==> src/rtl/mul_share_arbiter_pkg.sv <==
// rtl/mul_share_arbiter_pkg.sv - shared types and widths for the shared-multiplier arbiter
package mul_share_pkg;

  localparam int W    = 16;
  localparam int NREQ = 2;

  typedef enum logic [1:0] {IDLE, CALC, RESP} state_t;

  typedef logic signed [W-1:0]   operand_t;
  typedef logic signed [2*W-1:0] product_t;

endpackage

==> src/rtl/mul_share_arbiter_if.sv <==
// rtl/mul_share_arbiter_if.sv - operand and result channels of both requesters
interface mul_share_arbiter_if;
  import mul_share_pkg::*;

  logic [NREQ-1:0]   req_valid;
  logic [NREQ-1:0]   req_ready;
  logic [NREQ*W-1:0] req_a;
  logic [NREQ*W-1:0] req_b;
  logic [NREQ-1:0]   rsp_valid;
  logic [NREQ-1:0]   rsp_ready;
  product_t          rsp_product;

  modport master (
    output req_valid, req_a, req_b, rsp_ready,
    input  req_ready, rsp_valid, rsp_product
  );

  modport slave (
    input  req_valid, req_a, req_b, rsp_ready,
    output req_ready, rsp_valid, rsp_product
  );

endinterface

==> src/rtl/mul_share_arbiter_datapath.sv <==
// rtl/mul_share_arbiter_datapath.sv - combinational W x W signed shift-and-add multiplier
module mul_datapath
  import mul_share_pkg::*;
(
  input  operand_t a_i,
  input  operand_t b_i,
  output product_t p_o
);

  localparam logic [2*W-1:0] LSB_ONE = 1;

  logic [2*W-1:0] a_ext;
  logic [2*W-1:0] acc;

  assign a_ext = {{W{a_i[W-1]}}, a_i};

  // The top bit of b carries weight -2^(W-1), so its row is subtracted.
  always_comb begin
    acc = '0;
    for (int i = 0; i < W-1; i++) begin
      if (b_i[i]) acc = acc + (a_ext << i);
    end
    if (b_i[W-1]) acc = acc + ~(a_ext << (W-1)) + LSB_ONE;
    p_o = acc;
  end

endmodule

==> src/rtl/mul_share_arbiter.sv <==
// rtl/mul_share_arbiter.sv - round-robin sharing of one signed multiplier between two requesters
module mul_share_arbiter
  import mul_share_pkg::*;
(
  input  logic                clk,
  input  logic                rst,
  mul_share_arbiter_if.slave  bus,
  output logic                busy
);

  state_t   state_q, state_d;
  logic     rr_ptr_q, rr_ptr_d;
  logic     id_q, id_d;
  operand_t a_q, a_d, b_q, b_d;
  product_t product_q, product_d, mul_p;

  logic any_valid;
  logic grant;

  assign any_valid = |bus.req_valid;
  assign grant     = (&bus.req_valid) ? rr_ptr_q : bus.req_valid[1];

  mul_datapath u_mul (
    .a_i (a_q),
    .b_i (b_q),
    .p_o (mul_p)
  );

  always_comb begin
    bus.req_ready = '0;
    if (state_q == IDLE && any_valid && !rst) bus.req_ready[grant] = 1'b1;
    bus.rsp_valid = '0;
    if (state_q == RESP && !rst) bus.rsp_valid[id_q] = 1'b1;
  end

  assign bus.rsp_product = product_q;
  assign busy            = (state_q != IDLE);

  always_comb begin
    state_d   = state_q;
    rr_ptr_d  = rr_ptr_q;
    id_d      = id_q;
    a_d       = a_q;
    b_d       = b_q;
    product_d = product_q;
    case (state_q)
      IDLE: begin
        if (any_valid) begin
          id_d    = grant;
          a_d     = grant ? bus.req_a[2*W-1:W] : bus.req_a[W-1:0];
          b_d     = grant ? bus.req_b[2*W-1:W] : bus.req_b[W-1:0];
          state_d = CALC;
        end
      end
      CALC: begin
        product_d = mul_p;
        state_d   = RESP;
      end
      RESP: begin
        // Hand the next tie to the requester that was not just served.
        if (bus.rsp_ready[id_q]) begin
          rr_ptr_d = ~id_q;
          state_d  = IDLE;
        end
      end
      default: state_d = IDLE;
    endcase
  end

  always_ff @(posedge clk or posedge rst) begin
    if (rst) begin
      state_q   <= IDLE;
      rr_ptr_q  <= 1'b0;
      id_q      <= 1'b0;
      a_q       <= '0;
      b_q       <= '0;
      product_q <= '0;
    end else begin
      state_q   <= state_d;
      rr_ptr_q  <= rr_ptr_d;
      id_q      <= id_d;
      a_q       <= a_d;
      b_q       <= b_d;
      product_q <= product_d;
    end
  end

endmodule

==> src/flat_wrapper.sv <==
// flat-port wrapper written by rule: the top's interface ports become plain ports
module mul_share_arbiter_flat import mul_share_pkg::*;
  (clk, rst, busy, bus_req_valid, bus_req_a, bus_req_b, bus_rsp_ready, bus_req_ready, bus_rsp_valid, bus_rsp_product);
  mul_share_arbiter_if bus_i ();
  input  logic clk;
  input  logic rst;
  output logic busy;
  input wire logic [$bits(bus_i.req_valid)-1:0] bus_req_valid;
  input wire logic [$bits(bus_i.req_a)-1:0] bus_req_a;
  input wire logic [$bits(bus_i.req_b)-1:0] bus_req_b;
  input wire logic [$bits(bus_i.rsp_ready)-1:0] bus_rsp_ready;
  output wire logic [$bits(bus_i.req_ready)-1:0] bus_req_ready;
  output wire logic [$bits(bus_i.rsp_valid)-1:0] bus_rsp_valid;
  output wire logic [$bits(bus_i.rsp_product)-1:0] bus_rsp_product;
  assign bus_i.req_valid = bus_req_valid;
  assign bus_i.req_a = bus_req_a;
  assign bus_i.req_b = bus_req_b;
  assign bus_i.rsp_ready = bus_rsp_ready;
  assign bus_req_ready = bus_i.req_ready;
  assign bus_rsp_valid = bus_i.rsp_valid;
  assign bus_rsp_product = bus_i.rsp_product;
  mul_share_arbiter u_core (.clk(clk), .rst(rst), .bus(bus_i), .busy(busy));
endmodule
==> config.mk <==
export PLATFORM = sky130hd
export DESIGN_NAME = mul_share_arbiter_flat
export DESIGN_NICKNAME = d
export VERILOG_FILES = /design/src/rtl/mul_share_arbiter_pkg.sv /design/src/rtl/mul_share_arbiter_if.sv /design/src/rtl/mul_share_arbiter_datapath.sv /design/src/rtl/mul_share_arbiter.sv /design/src/flat_wrapper.sv
export SDC_FILE = /design/constraint.sdc
export NUM_CORES = 1
export LEC_CHECK = 0
export ABC_AREA = 1
export ABC_CLOCK_PERIOD_IN_PS = 43700
export BUFFER_PORTS_ARGS = -buffer_cell sky130_fd_sc_hd__clkbuf_2
export CORE_MARGIN = 2
export CORE_UTILIZATION = 50
export DETAILED_ROUTE_END_ITERATION = 6
export PLACE_DENSITY = 0.67
export SETUP_SLACK_MARGIN = 0.02
export SKIP_CTS_REPAIR_TIMING = 1
export SLEW_MARGIN = 30
export SYNTH_ARGS = -nofsm -noshare
export SYNTH_HDL_FRONTEND = slang
export SYNTH_HIERARCHICAL = 1
export SYNTH_SLANG_ARGS = --single-unit
==> constraint.sdc <==
create_clock -name clk -period 43.7 [get_ports clk]
set_input_delay 8.74 -clock clk [delete_from_list [all_inputs] [get_ports clk]]
set_output_delay 8.74 -clock clk [all_outputs]
set_load 0.02 [all_outputs]
==> results.ini <==
[sta]
tns_ns = 0
tightest_slew_ns = 0.9178
finalMaxSlewViolations = 0
finalCriticalPeriod_ns = 23.12
hold_violations = 0
rsz0062_at_grt = no
relSlewSlack = 0.3881
setup_violations = 0
max_freq_mhz = 43.25
fin_crit_sh = 0.5290
fin_skew_ns = 0.008823

[min_path]
holdPathEnd = u_core/bus.rsp_product[25]
hold_depth = 2
holdCritPathClass = reg2reg
hold_start = u_core/bus.rsp_product[25]

[global_routing]
grt_pass1_vias = 25930
grt_max_degree = 71
grt_pass1_wl_um = 134900
antenna_found_initial = 0
track_usage = 0.3062
gr-total-overflow = 0

[critical_path]
critPathRequiredTime_ns = 43.97
max_stage_delay_ns = 0.92
arrival_ns = 23.39
reg2reg_from = u_core/b_q[0]
r2r_cells = 123
critPathBufInv = 11
crit_type = reg2reg
cp-start-kind = register
rrSetupSlack_ns = 20.58
critPathTopFamily = simple AND/OR/NAND/NOR gates
r2r_end = u_core/bus.rsp_product[31]
critPathLaunch = u_core/b_q[0]
crit_top_cell = nand2_1
slowest_stage = dfrtp_1
cp-end-kind = register
worstPathMaxFanout = 23

[synth]
synth_area_mm2 = 0.02549
synth.most_common_cell = nand2_1
yosys-top-cells-count = nand2_1 (1274), inv_1 (508), nand3_1 (444)
synthFlopType = dfrtp_1
ys_seq_area_frac = 0.06676
avgSynthCellArea_um2 = 5.840
synth_nets = 4778
synth_area_leaders = nand2_1 (19%), ha_1 (16%), nand3_1 (8.7%)
ys_seq_elements = 68
ys_types = 57
syn-instance-count = 4364
synth_edf_count = 0
yosysWarningCount = 6
yosysTopAreaCell = nand2_1
synthArstFlopShare = 1.000
synth_top_area_frac = 0.1876

[die]
dieArea_mm2 = 0.05280
pin_count = 107
start_util = 0.5070
coreArea_mm2 = 0.05027
dieWidth_um = 229.8
rows = 82
die_h_um = 229.8

[layout]
diodes = 0
final_nets = 4837
fill_cells = 5374
area_growth_syn_to_layout_pct = 5.999
post-route-util = 0.5374
fin_cells = 5100
drive_gt1_frac = 0.09417

[flow_run]
cap_violations = 0

[place]
hpwl_um = 67420
place.gp.congestion = 0.9869
dp_cells = 5084
portBuffers = 106

[detailed_routing]
vias_per_cell = 5.556
firstDrtPassIters = 6
vias = 28340
antenna_left = 0
post-route-drc-count = 0
wirelength_um = 82230
first_iter_violations = 2397
wl_per_cell_um = 16.12

[clock_network]
cts_root_buf = clkbuf_16
clk_latency_ns = 0.34
cts.path.max_buffers = 2
clkTransAtPathRegs_ns = 0.06
cts.sinks = 68
cts_tree = yes
htree_num_levels = 3
cts_buffers = 9

[status]
outcome = finished, final reports clean

[layout by cell type, fill, tap and decap left out, types with 15 or more instances in the layout]
cell type / n
xor2_1: 100
o21ai_2: 27
fa_1: 15
nor3_1: 39
xnor2_1: 77
o21ai_0: 178
a31oi_1: 16
and2_1: 100
inv_2: 20
nand3_2: 111
o21ai_1: 54
inv_1: 504
nor4_1: 20
buf_4: 39
nand3_1: 444
a21oi_1: 360
a21boi_1: 17
dfrtp_1: 67
ha_1: 329
clkbuf_2: 106
o21bai_1: 37
nand2_1: 1274
or2_2: 55
nand2_2: 20
nor2_1: 240
nand3b_1: 20
nand4_1: 42
[logic make-up after synthesis]
group                    count (synthesis)  synth area share
AO/OA/AOI/OAI                          749            0.1645
XOR/XNOR                               177           0.06082
adder cells (fa/ha/maj)                344            0.1733
buffers and inverters                  626           0.09759
AND/OR/NAND/NOR                       2400            0.4371
flip-flops                              68           0.06676
[final cells by class]
type                            instances  area [um2]  share of cell area
Clock buffer                           11       252.7            0.009355
Clock inverter                          5       107.6            0.003983
Inverter                              529        1988             0.07359
Multi-Input combinational cell       3670       21300              0.7883
Sequential cell                        68        1705             0.06313
Tap cell                              672       840.8             0.03112
Timing Repair Buffer                  145       823.3             0.03047
[routing by layer]
layer | global-route usage | vias up | share of wire
met1 | 0.4476 | 12790 | 0.49
met2 | 0.4898 | 841 | 0.43
met3 | 0.01935 | 90 | 0.059
li1 | - | 14610 | -
met5 | 0 | - | 0
met4 | 0.07097 | 0 | 0.024
[sequential cells by signal (all words and copies together) (netlist names)]
name	count
u_core/bus.rsp_product	32
u_core/b_q	16
u_core/a_q	16
u_core/id_q	1
u_core/state_q	2
u_core/rr_ptr_q	1
[metrics by stage]
stage                     cell area (um2)  hold WS [ns]  setup slack, ns
after floorplan                     25490        0.4472            24.14
after global placement              26660        0.4539            21.32
after detailed placement            26660        0.4598            21.24
after CTS                           27020        0.4751            21.07
after global routing                27020        0.4949            18.53
final                               27020        0.4712            20.58
[worst max path at each step]
stage	end	slack, ns	depth (start not counted)
global placement	u_core/bus.rsp_product[31]	21.32	120
finish	u_core/bus.rsp_product[31]	20.58	123
floorplan	u_core/bus.rsp_product[31]	24.14	120
detailed placement	u_core/bus.rsp_product[31]	21.24	123
CTS	u_core/bus.rsp_product[31]	21.07	123
global route	u_core/bus.rsp_product[31]	18.53	120
[worst reg2reg max path, delay by kind of cell, from the launching register on]
| family | cells | cell delay (ns) |
|---|---|---|
| AOI/OAI and AO/OA | 13 | 2.83 |
| xor gates and xnor gates | 6 | 1.08 |
| adders and majority gates | 14 | 4.07 |
| buffers and inverters | 11 | 0.81 |
| DFF | 1 | 0.92 |
| and+or+nand+nor | 79 | 13.31 |
Power is left out: the tool's default activity adds up to more than one toggle a clock period on the data nets, which glitch-free logic cannot reach.
